[config.mk]
export PLATFORM = sky130hd
export DESIGN_NAME = pipe_ctrl
export DESIGN_NICKNAME = d
export VERILOG_FILES = /design/src/rtl/pipe_ctrl_pkg.sv /design/src/rtl/pipe_ctrl_hazard_detect.sv /design/src/rtl/pipe_ctrl.sv
export SDC_FILE = /design/constraint.sdc
export NUM_CORES = 1
export LEC_CHECK = 0
export BUFFER_PORTS_ARGS = -buffer_cell sky130_fd_sc_hd__buf_2
export CORE_AREA = 4 4 105 107
export CTS_CLUSTER_DIAMETER = 30
export DETAILED_ROUTE_END_ITERATION = 6
export DIE_AREA = 0 0 109 111
export HOLD_SLACK_MARGIN = 0.08
export PLACE_DENSITY = 0.79
export SYNTH_ARGS = -nofsm -noshare
export SYNTH_HDL_FRONTEND = slang
export SYNTH_SLANG_ARGS = --single-unit
[constraint.sdc]
create_clock -name clk -period 2.3 [get_ports clk]
set_input_delay 0.115 -clock clk [delete_from_list [all_inputs] [get_ports clk]]
set_output_delay 0.115 -clock clk [all_outputs]
set_load 0.01 [all_outputs]
[src/rtl/pipe_ctrl_pkg.sv]
// Shared constants and types for the pipeline control slice.
// Provides stall-vector bit indices, the canonical stall patterns and the
// sequencer state type used by pipe_ctrl.
package pipe_ctrl_pkg;

  // Bit positions inside the 6-bit stall vector (1 = hold that stage).
  localparam int unsigned STALL_PC  = 0;
  localparam int unsigned STALL_IF  = 1;
  localparam int unsigned STALL_ID  = 2;
  localparam int unsigned STALL_EX  = 3;
  localparam int unsigned STALL_MEM = 4;
  localparam int unsigned STALL_WB  = 5;

  // Canonical stall patterns.
  localparam logic [5:0] STALL_VEC_MEM      = 6'b011111; // freeze everything up to MEM
  localparam logic [5:0] STALL_VEC_LOAD_USE = 6'b000111; // bubble into EX
  localparam logic [5:0] STALL_VEC_FETCH    = 6'b000011; // bubble into ID
  localparam logic [5:0] STALL_VEC_NONE     = 6'b000000;

  typedef enum logic {
    CTRL_RUN,
    CTRL_REDIR_WAIT
  } ctrl_state_e;

endpackage

[src/rtl/pipe_ctrl_hazard_detect.sv]
// hazard_detect: combinational load-use detector.
// Flags when the instruction in ID reads a register that the load currently
// in EX is about to write. x0 is never a hazard.
// Ports:
//   id_reg1_read_i/id_reg1_addr_i  rs1 usage and index at ID
//   id_reg2_read_i/id_reg2_addr_i  rs2 usage and index at ID
//   ex_is_load_i                   EX instruction is a load
//   ex_wd_i                        EX destination register
//   load_use_o                     1 = ID must wait one cycle
module hazard_detect #(
  parameter int unsigned REG_ADDR_W = 5
) (
  input  logic                  id_reg1_read_i,
  input  logic [REG_ADDR_W-1:0] id_reg1_addr_i,
  input  logic                  id_reg2_read_i,
  input  logic [REG_ADDR_W-1:0] id_reg2_addr_i,
  input  logic                  ex_is_load_i,
  input  logic [REG_ADDR_W-1:0] ex_wd_i,
  output logic                  load_use_o
);

  logic rs1_hit;
  logic rs2_hit;

  always_comb begin
    rs1_hit    = id_reg1_read_i && (id_reg1_addr_i == ex_wd_i);
    rs2_hit    = id_reg2_read_i && (id_reg2_addr_i == ex_wd_i);
    load_use_o = ex_is_load_i && (ex_wd_i != '0) && (rs1_hit || rs2_hit);
  end

endmodule

[src/rtl/pipe_ctrl.sv]
// pipe_ctrl: stall/flush sequencer for the 5-stage RV32I pipeline.
// Merges IF/MEM stall requests, ID load-use hazards and EX branch redirects
// into one stall vector plus flush/redirect controls. A redirect that arrives
// while a fetch is outstanding is parked until the fetch completes.
// Ports:
//   clk, rst        clock, synchronous active-high reset
//   if_stallreq_i   fetch not complete this cycle
//   mem_stallreq_i  data access not complete this cycle
//   id_reg*_i       ID register-read info for load-use detection
//   ex_is_load_i    EX holds a load
//   ex_wd_i         EX destination register
//   ex_branch_i     EX resolved a taken branch/jump
//   ex_target_i     redirect target from EX
//   stall_o         per-stage hold vector (bit0=pc .. bit5=wb)
//   flush_o         clear IF/ID and ID/EX this cycle
//   pc_redirect_o   PC loads new_pc_o at next edge
//   new_pc_o        redirect target
//   stall_cnt_o     cycles with any stall
//   flush_cnt_o     redirects issued
module pipe_ctrl
  import pipe_ctrl_pkg::*;
#(
  parameter int unsigned ADDR_W     = 32,
  parameter int unsigned REG_ADDR_W = 5,
  parameter int unsigned CNT_W      = 32
) (
  input  logic                  clk,
  input  logic                  rst,
  input  logic                  if_stallreq_i,
  input  logic                  mem_stallreq_i,
  input  logic                  id_reg1_read_i,
  input  logic [REG_ADDR_W-1:0] id_reg1_addr_i,
  input  logic                  id_reg2_read_i,
  input  logic [REG_ADDR_W-1:0] id_reg2_addr_i,
  input  logic                  ex_is_load_i,
  input  logic [REG_ADDR_W-1:0] ex_wd_i,
  input  logic                  ex_branch_i,
  input  logic [ADDR_W-1:0]     ex_target_i,
  output logic [5:0]            stall_o,
  output logic                  flush_o,
  output logic                  pc_redirect_o,
  output logic [ADDR_W-1:0]     new_pc_o,
  output logic [CNT_W-1:0]      stall_cnt_o,
  output logic [CNT_W-1:0]      flush_cnt_o
);

  ctrl_state_e       state_q, state_d;
  logic [ADDR_W-1:0] pend_q, pend_d;
  logic [CNT_W-1:0]  stall_cnt_q, flush_cnt_q;

  logic              load_use;
  logic [5:0]        stall_d;
  logic              flush_d;
  logic              redirect_d;
  logic [ADDR_W-1:0] new_pc_d;

  hazard_detect #(
    .REG_ADDR_W (REG_ADDR_W)
  ) u_hazard_detect (
    .id_reg1_read_i (id_reg1_read_i),
    .id_reg1_addr_i (id_reg1_addr_i),
    .id_reg2_read_i (id_reg2_read_i),
    .id_reg2_addr_i (id_reg2_addr_i),
    .ex_is_load_i   (ex_is_load_i),
    .ex_wd_i        (ex_wd_i),
    .load_use_o     (load_use)
  );

  always_comb begin
    stall_d    = STALL_VEC_NONE;
    flush_d    = 1'b0;
    redirect_d = 1'b0;
    new_pc_d   = '0;
    state_d    = state_q;
    pend_d     = pend_q;

    unique case (state_q)
      CTRL_RUN: begin
        // A mem stall freezes EX too, so a branch or load-use seen now is
        // simply re-presented once the stall drops.
        if (mem_stallreq_i) begin
          stall_d = STALL_VEC_MEM;
        end else if (ex_branch_i) begin
          flush_d = 1'b1;
          if (!if_stallreq_i) begin
            redirect_d = 1'b1;
            new_pc_d   = ex_target_i;
          end else begin
            pend_d  = ex_target_i;
            state_d = CTRL_REDIR_WAIT;
          end
        end else if (load_use) begin
          stall_d = STALL_VEC_LOAD_USE;
        end else if (if_stallreq_i) begin
          stall_d = STALL_VEC_FETCH;
        end
      end

      CTRL_REDIR_WAIT: begin
        // Wrong-path instructions keep being squashed until the parked
        // target can be handed to the PC.
        flush_d = 1'b1;
        stall_d = mem_stallreq_i ? STALL_VEC_MEM : STALL_VEC_FETCH;
        if (!if_stallreq_i && !mem_stallreq_i) begin
          redirect_d = 1'b1;
          new_pc_d   = pend_q;
          state_d    = CTRL_RUN;
        end
      end
    endcase
  end

  always_ff @(posedge clk) begin
    if (rst) begin
      state_q     <= CTRL_RUN;
      pend_q      <= '0;
      stall_cnt_q <= '0;
      flush_cnt_q <= '0;
    end else begin
      state_q <= state_d;
      pend_q  <= pend_d;
      if (stall_d != STALL_VEC_NONE) begin
        stall_cnt_q <= stall_cnt_q + 1'b1;
      end
      if (redirect_d) begin
        flush_cnt_q <= flush_cnt_q + 1'b1;
      end
    end
  end

  // Outputs are forced quiet for the whole reset cycle, including the
  // registered counters whose cleared value only appears after the edge.
  always_comb begin
    stall_o       = rst ? STALL_VEC_NONE : stall_d;
    flush_o       = rst ? 1'b0 : flush_d;
    pc_redirect_o = rst ? 1'b0 : redirect_d;
    new_pc_o      = rst ? '0 : new_pc_d;
    stall_cnt_o   = rst ? '0 : stall_cnt_q;
    flush_cnt_o   = rst ? '0 : flush_cnt_q;
  end

endmodule

==> summary.md, run 1 <==
| Metric | Value |
|---|---|
| Multi-input logic area | `roughly 3000 sq um` |
| Initial DRC count | `approximately 290` |
| Path depth of the worst reg2reg path | `6` |
| Total GRT Usage | `0.232` |
| Routed wire per std cell | `14.3 um` |
| Placed Instances | `932` |
| Slowest cell on crit path | `dfxtp_1` |
| Die area | `12,100 sq um` |
| Reg2Reg Setup Slack | `approximately 0.28 ns` |
| Synth unique cells | `50` |
| Die Ht | `111 um` |
| GPL Wtd Cong | `about 0.84` |
| Top delay family on crit path | `simple AND/OR/NAND/NOR gates` |
| Synth Warn # | `0` |
| Netlist Area Pre-Place | `5140 sq um` |
| Mapped Avg Cell Area | `approximately 7.7 sq um` |
| HPWL Detailed | `~9900 um` |
| MaxCap Viol Count | `0` |
| I/O pin total | `159` |
| H-tree lvl count | `3` |
| Critical Path Fanout Max | `4` |
| CP arrival | `1.99 ns` |
| Crit-path cells | `nor2_1, and2_2, o31ai_1, buf_4, nor2b_1, buf_2` |
| Max VDD drop | `between 0.3 and 0.4 mV` |
| Register Area | `1940 sq um` |
| Synthesized instance count | `around 670` |
| Final worst-path cycle share | `0.916` |
| Worst hold slack | `about 0.12 ns` |
| Post-Syn Nets | `728` |
| WP data required | `2.18 ns` |
| EDFF count, synth | `0` |
| Fin. max-slew vios | `0` |
| DR vias | `5,239` |
| Async set-reset flop share out of synthesis | `0` |
| DRC Markers | `0` |
| CP bufs+invs | `2` |
| Reg-to-Reg Start | `flush_cnt_q[10]` |
| Worst Clk Skew | `around 0.011 ns` |
| Die W | `109 um` |
| Synth area leaders | `dfxtp_1 (38%), nor2b_1 (7.7%), nand2_1 (7.0%)` |
| Relative slew margins | `0.529` |
| Starting Density | `0.507` |
| Slew @ Worst Pin | `0.706 ns` |
| CP Capture Type | `output pin` |
| Initial antenna violation count | `0` |
| Largest area contributor in the netlist | `dfxtp_1` |
| Non-Filler Instances | `980` |
| Most common cell in the synthesized netlist | `dfxtp_1` |
| Buffers from clock root to sink, at most | `2` |
| Yosys top cell area share | `0.378` |
| Final setup vio count | `0` |
| Util after Layout | `0.647` |
| Post-route ant nets | `0` |
| Slowest stage delay, CP | `0.38 ns` |
| Power density over cell area | `a little under 500 nW/um^2` |
| Seq/Total Area, Yosys | `0.378` |
| Synth-to-Final Area Change | `27.7%` |
| CTS tree | `done` |
| ANT cells | `0` |
| Post-synth top flop | `dfxtp_1` |
| Final nets | `896` |
| Cts bufs inserted | `9` |
| Number of global-route vias before repair | `4,943` |
| Commonest cells in the netlist | `dfxtp_1 (97), nand2_1 (96), nor2_1 (87), nor2b_1 (63), a21oi_1 (58)` |
| Hold EP | `state_q` |
| Fmax | `475 MHz` |
| Leakage | `2.72 nW` |
| Filler Cells Inserted | `872` |
| Post-CTS Setup Inserts | `0` |
| R2R Path End | `flush_cnt_q[28]` |
| Largest net degree at the start of global routing | `100` |
| Fraction of layout cells with a size suffix above 1 | `0.239` |
| Final hold viol count | `0` |
| Port bufs | `157` |
| Unrepaired setup endpoints after global routing | `false` |
| Clock-pin slew on the worst setup and hold paths | `0.10 ns` |
| CTS Root Cell | `clkbuf_8` |
| CTS Sinks | `between 90 and 100` |
| Row cnt | `37` |
| HP Start | `ex_branch_i` |
| Status | `completed` |
| Hold crit path type | `in2reg` |
| Hold Path Stages | `3` |
| DRT Pass-1 Iters | `4` |
| Final period demand of the worst path | `2.11 ns` |
| Fin Setup TNS | `0 ns` |
| Startpoint types | `flip-flop` |
| Core Area | `10,100 sq um` |
| First-pass GRT wire length | `23,200 um` |
| Drt total wl | `14,000 um` |
| Setup CP Type | `reg2out` |
| GRT overflow | `0` |
| #FFs+latches synth | `97` |
| Via/cell ratio | `5.35` |
| Clock Latency Late Sink | `0.38 ns` |
==> sequential cells by signal (all words and copies together) (netlist names) <==
signal       flops
stall_cnt_q     32
state_q          1
pend_q          32
flush_cnt_q     32
==> what timing repair did <==
action | 4_1_cts | 5_1_grt
endpoints found under the hold margin | 32 | 0
hold buffers | 32 | 0
gates resized for setup | 0 | 0
setup endpoints to repair | 0 | 0
==> tightest hold or removal path: stages <==
cell     delay (ns)
buf_2          0.13
a21oi_1        0.09
nor3_1         0.11
==> layout by cell type (no fill, tap or decap), drive strengths merged, types with 8 or more instances in the layout <==
master	count
nor2	87
dlygate4sd3	32
a21oi	60
dfxtp	97
nand2	96
inv	10
nor2b	63
and4	8
o21ai	27
buf	169
clkbuf	9
nand4	15
nand3	23
a22oi	32
nor3	8
or3	22
xor2	17
and3	9
xnor2	24
==> worst max path at each step <==
| stage | from | to | slack, ns | depth (start not counted) |
|---|---|---|---|---|
| finish | state_q | stall_o[1] | 0.19 | 6 |
| global route | state_q | stall_o[1] | 0.05 | 6 |
| CTS | state_q | stall_o[1] | 0.13 | 6 |
| detailed placement | ex_wd_i[1] | stall_cnt_q[12] | 0.22 | 8 |
| global placement | ex_wd_i[1] | stall_cnt_q[30] | 0.31 | 8 |
| floorplan | flush_cnt_q[3] | flush_cnt_q[18] | 0.54 | 7 |
==> cells by family (layout without fill, tap and decap cells) <==
family          after synthesis  in the layout  share of synthesized area
simple gates                349            349                      0.345
xor+xnor                     41             41                     0.0699
buf+inv                      50            223                     0.0431
mux                           5              5                     0.0105
flops                        97             97                      0.378
fa+ha+maj                     2              2                    0.00487
compound gates              126            126                      0.148
other cells                   1              1                   0.000730
==> routing by layer <==
layer / GRT usage / routed length (um) / up-vias
li1: - / - / 2627
met1: 0.290 / 5920 / 2452
met2: 0.382 / 6930 / 141
met3: 0.0565 / 921 / 19
met4: 0.0842 / 250 / 0
met5: 0 / 0 / -
==> power breakdown <==
part | internal, mW | switching (mW)
combinational | 0.154 | 0.192
sequential | 1.71 | 0.0186
clock | 0.524 | 0.663
total | 2.38 | 0.874
==> metrics by stage <==
stage / total power [mW] / area, sq um / worst slack, ns
finish: 3.26 / 6560 / 0.193
detailed placement: 2.06 / 6040 / 0.223
global placement: 2.05 / 6040 / 0.309
global route: 3.41 / 6560 / 0.0452
floorplan: 1.94 / 5140 / 0.543
CTS: 3.29 / 6560 / 0.131
==> cell type report <==
| type | instances | area share |
|---|---|---|
| Clock buffer | 9 | 0.0189 |
| Timing Repair Buffer | 201 | 0.189 |
| Tap cell | 136 | 0.0259 |
| Multi-Input combinational cell | 524 | 0.454 |
| Clock inverter | 7 | 0.0126 |
| Inverter | 6 | 0.00343 |
| Sequential cell | 97 | 0.296 |
Note: power is estimated with default switching activity, not from simulation.
==> inputs of run 2 (changes only) <==
--- a/config.mk
+++ b/config.mk
@@ -6,12 +6,11 @@
 export NUM_CORES = 1
 export LEC_CHECK = 0
 export BUFFER_PORTS_ARGS = -buffer_cell sky130_fd_sc_hd__buf_2
-export CORE_AREA = 4 4 105 107
+export CORE_AREA = 4 4 119 121
 export CTS_CLUSTER_DIAMETER = 30
 export DETAILED_ROUTE_END_ITERATION = 6
-export DIE_AREA = 0 0 109 111
+export DIE_AREA = 0 0 123 125
 export HOLD_SLACK_MARGIN = 0.08
-export PLACE_DENSITY = 0.79
 export SYNTH_ARGS = -nofsm -noshare
 export SYNTH_HDL_FRONTEND = slang
 export SYNTH_SLANG_ARGS = --single-unit
==> constraint.sdc (replaced) <==
create_clock -name clk -period 2.3 [get_ports clk]
set_input_delay 0.23 -clock clk [delete_from_list [all_inputs] [get_ports clk]]
set_output_delay 0.23 -clock clk [all_outputs]
set_load 0.01 [all_outputs]
==> run 2 against run 1 <==
  * Wire length decreased by 4.8%
  * Via count down 2.9%
  * Clock skew shrank 0.0039 ns
  * Die area increased by 27%
  * Flip-flop and latch count unchanged
  * Worst setup slack improved by 0.041 ns
==> summary.md, run 2 (synthesized netlist as in run 1, its figures left out) <==
| Metric | Value |
|---|---|
| ANT cells | `0 (unchanged)` |
| Die area | `15,400 sq um (+27%)` |
| GRT overflow | `0 (unchanged)` |
| Port bufs | `157 (unchanged)` |
| Synth-to-Final Area Change | `25.2%` |
| Clock-pin slew on the worst setup and hold paths | `0.07 ns (-0.03 ns)` |
| Seq pwr share | `0.473 (-0.056)` |
| Commonest non-fill, non-tap cells in the layout | `buf_2 (156), dfxtp_1 (97), nand2_1 (96)` |
| Starting Density | `0.393 (-0.114)` |
| Total GRT Usage | `0.173 (-0.0585)` |
| Hold buffers post-CTS | `0 (-100%)` |
| Switching Power | `0.834 mW (-4.5%)` |
| CTS tree | `done` |
| Final hold viol count | `0 (unchanged)` |
| Max VDD drop | `0.273 mV (-30%)` |
| Fmax | `484 MHz (+2.0%)` |
| CP arrival | `2.34 ns (+0.35 ns)` |
| Power Internal | `2.81 mW (+18%)` |
| Routed wire per std cell | `13.5 um (-6.0%)` |
| MaxCap Viol Count | `0 (unchanged)` |
| Clock Latency Late Sink | `0.34 ns (-0.04 ns)` |
| Row cnt | `42 (+14%)` |
| Initial antenna violation count | `0 (unchanged)` |
| CTS Sinks | `97 (unchanged)` |
| Drt total wl | `13,400 um (-4.8%)` |
| Unrepaired setup endpoints after global routing | `false` |
| Final worst slack | `0.234 ns (+0.0410 ns)` |
| Power density over cell area | `566 nW/um^2 (+14%)` |
| DRT Pass-1 Iters | `5 (+1)` |
| Worst Clk Skew | `0.00726 ns (-0.00386 ns)` |
| Logic pwr share | `0.083 (-0.023)` |
| HP Start | `ex_target_i[7]` |
| Cts bufs inserted | `9 (unchanged)` |
| HPWL Detailed | `9830 um (-0.60%)` |
| CP Capture Type | `flip-flop` |
| Via/cell ratio | `5.13 (-4.1%)` |
| Hold crit path type | `in2reg` |
| Number of global-route vias before repair | `4,747 (-4.0%)` |
| First-pass GRT wire length | `22,400 um (-3.4%)` |
| Fin. max-slew vios | `0 (unchanged)` |
| Final setup vio count | `0 (unchanged)` |
| Final period demand of the worst path | `2.07 ns (-0.0410 ns)` |
| Final worst-path cycle share | `0.898 (-0.0178)` |
| Largest registers | `flush_cnt_q x32, pend_q x32, stall_cnt_q x32` |
| Largest net degree at the start of global routing | `99 (-1.0%)` |
| Clk pwr share | `0.444 (+0.079)` |
| Switching Share | `0.229 (-0.0391)` |
| Relative slew margins | `0.517 (-0.0127)` |
| H-tree lvl count | `3 (unchanged)` |
| Startpoint types | `flip-flop` |
| CTS Root Cell | `clkbuf_16` |
| Final nets | `868 (-3.1%)` |
| Setup CP Type | `reg2reg` |
| Most common cell after layout, fill and taps aside | `buf_2` |
| Post-route ant nets | `0 (unchanged)` |
| Core Area | `13,100 sq um (+29%)` |
| Initial DRC count | `259 (-9.8%)` |
| CP startpoint | `stall_cnt_q[15]` |
| Die Ht | `125 um (+13%)` |
| Slew @ Worst Pin | `0.725 ns (+0.0191 ns)` |
| Buffers from clock root to sink, at most | `2 (unchanged)` |
| WP data required | `2.58 ns (+0.40 ns)` |
| I/O pin total | `159 (unchanged)` |
| Fin Setup TNS | `0 ns (unchanged)` |
| Setup slack after placement | `0.246 ns (+0.0238 ns)` |
| Post_cts resized | `0 (unchanged)` |
| Fraction of layout cells with a size suffix above 1 | `0.251 (+0.0119)` |
| Leakage | `2.66 nW (-2.2%)` |
| Die W | `123 um (+13%)` |
| Reg-to-Reg Start | `stall_cnt_q[15]` |
| Critical Path Fanout Max | `7 (+3)` |
| Status | `completed` |
| DR vias | `5,086 (-2.9%)` |
| Post-CTS Setup Inserts | `0 (unchanged)` |
| GPL Wtd Cong | `0.821 (-2.7%)` |
| DRC Markers | `0 (unchanged)` |
-- run 2: changes by cell type in the layout (fill, tap and decap cells not counted), sizes merged --
| cell | delta |
|---|---|
| buf | +4 |
| bufinv | +1 |
| clkbuf | +2 |
| clkinv | +2 |
| clkinvlp | -1 |
| dlygate4sd3 | -32 |
| inv | -4 |
-- run 2: path summary, 6_finish.rpt --
check,to,slack (ns),depth (start not counted)
setup reg to reg,stall_cnt_q[31],0.23,6
setup / recovery,stall_cnt_q[31],0.23,6
hold / removal,pend_q[7],0.13,3
hold reg to reg,pend_q[28],0.46,2
-- run 2: stage by stage --
step	cells	util	hold WS [ns]	total power, mW	instance area [sq um]
after floorplan	671	-	0.366	1.94	5140
after global placement	976	0.467	0.443	2.06	6120
after detailed placement	976	0.467	0.450	2.07	6120
after CTS	992	0.492	0.121	3.71	6440
after global routing	992	0.492	0.136	3.80	6440
final	992	0.492	0.132	3.64	6440
-- run 2: routing by layer --
metal | part of all wire | up-vias | GRT usage | wire length (um)
li1 | - | 2577 | - | -
met1 | 0.46 | 2349 | 0.235 | 6170
met2 | 0.45 | 139 | 0.269 | 6070
met3 | 0.065 | 21 | 0.0402 | 872
met4 | 0.018 | 0 | 0.0599 | 246
met5 | 0 | - | 0 | 0
-- run 2: power by group through the flow --
stage | combinational, mW | clock (mW) | sequential, mW
2_1_floorplan | 0.178 | 0 | 1.76
3_3_place_gp | 0.295 | 0 | 1.76
3_5_place_dp | 0.304 | 0 | 1.76
4_1_cts | 0.305 | 1.68 | 1.72
5_1_grt | 0.338 | 1.73 | 1.73
6_report | 0.301 | 1.62 | 1.72
-- run 2: worst max-delay path: stages, from the launching register on --
cell and delay, ns:
dfxtp_1 0.43, nand4_1 0.17, nor4_1 0.59, and3_1 0.26
nand3_1 0.10, or3_1 0.32, a21oi_1 0.14
-- run 2: layout make-up --
cell class                      instances  area [sq um]
Timing Repair Buffer                  173           950
Tap cell                              176           220
Multi-Input combinational cell        524          2980
Inverter                                6          22.5
Fill cell                            1309          6650
Clock buffer                           11           243
Clock inverter                          5          78.8
Sequential cell                        97          1940
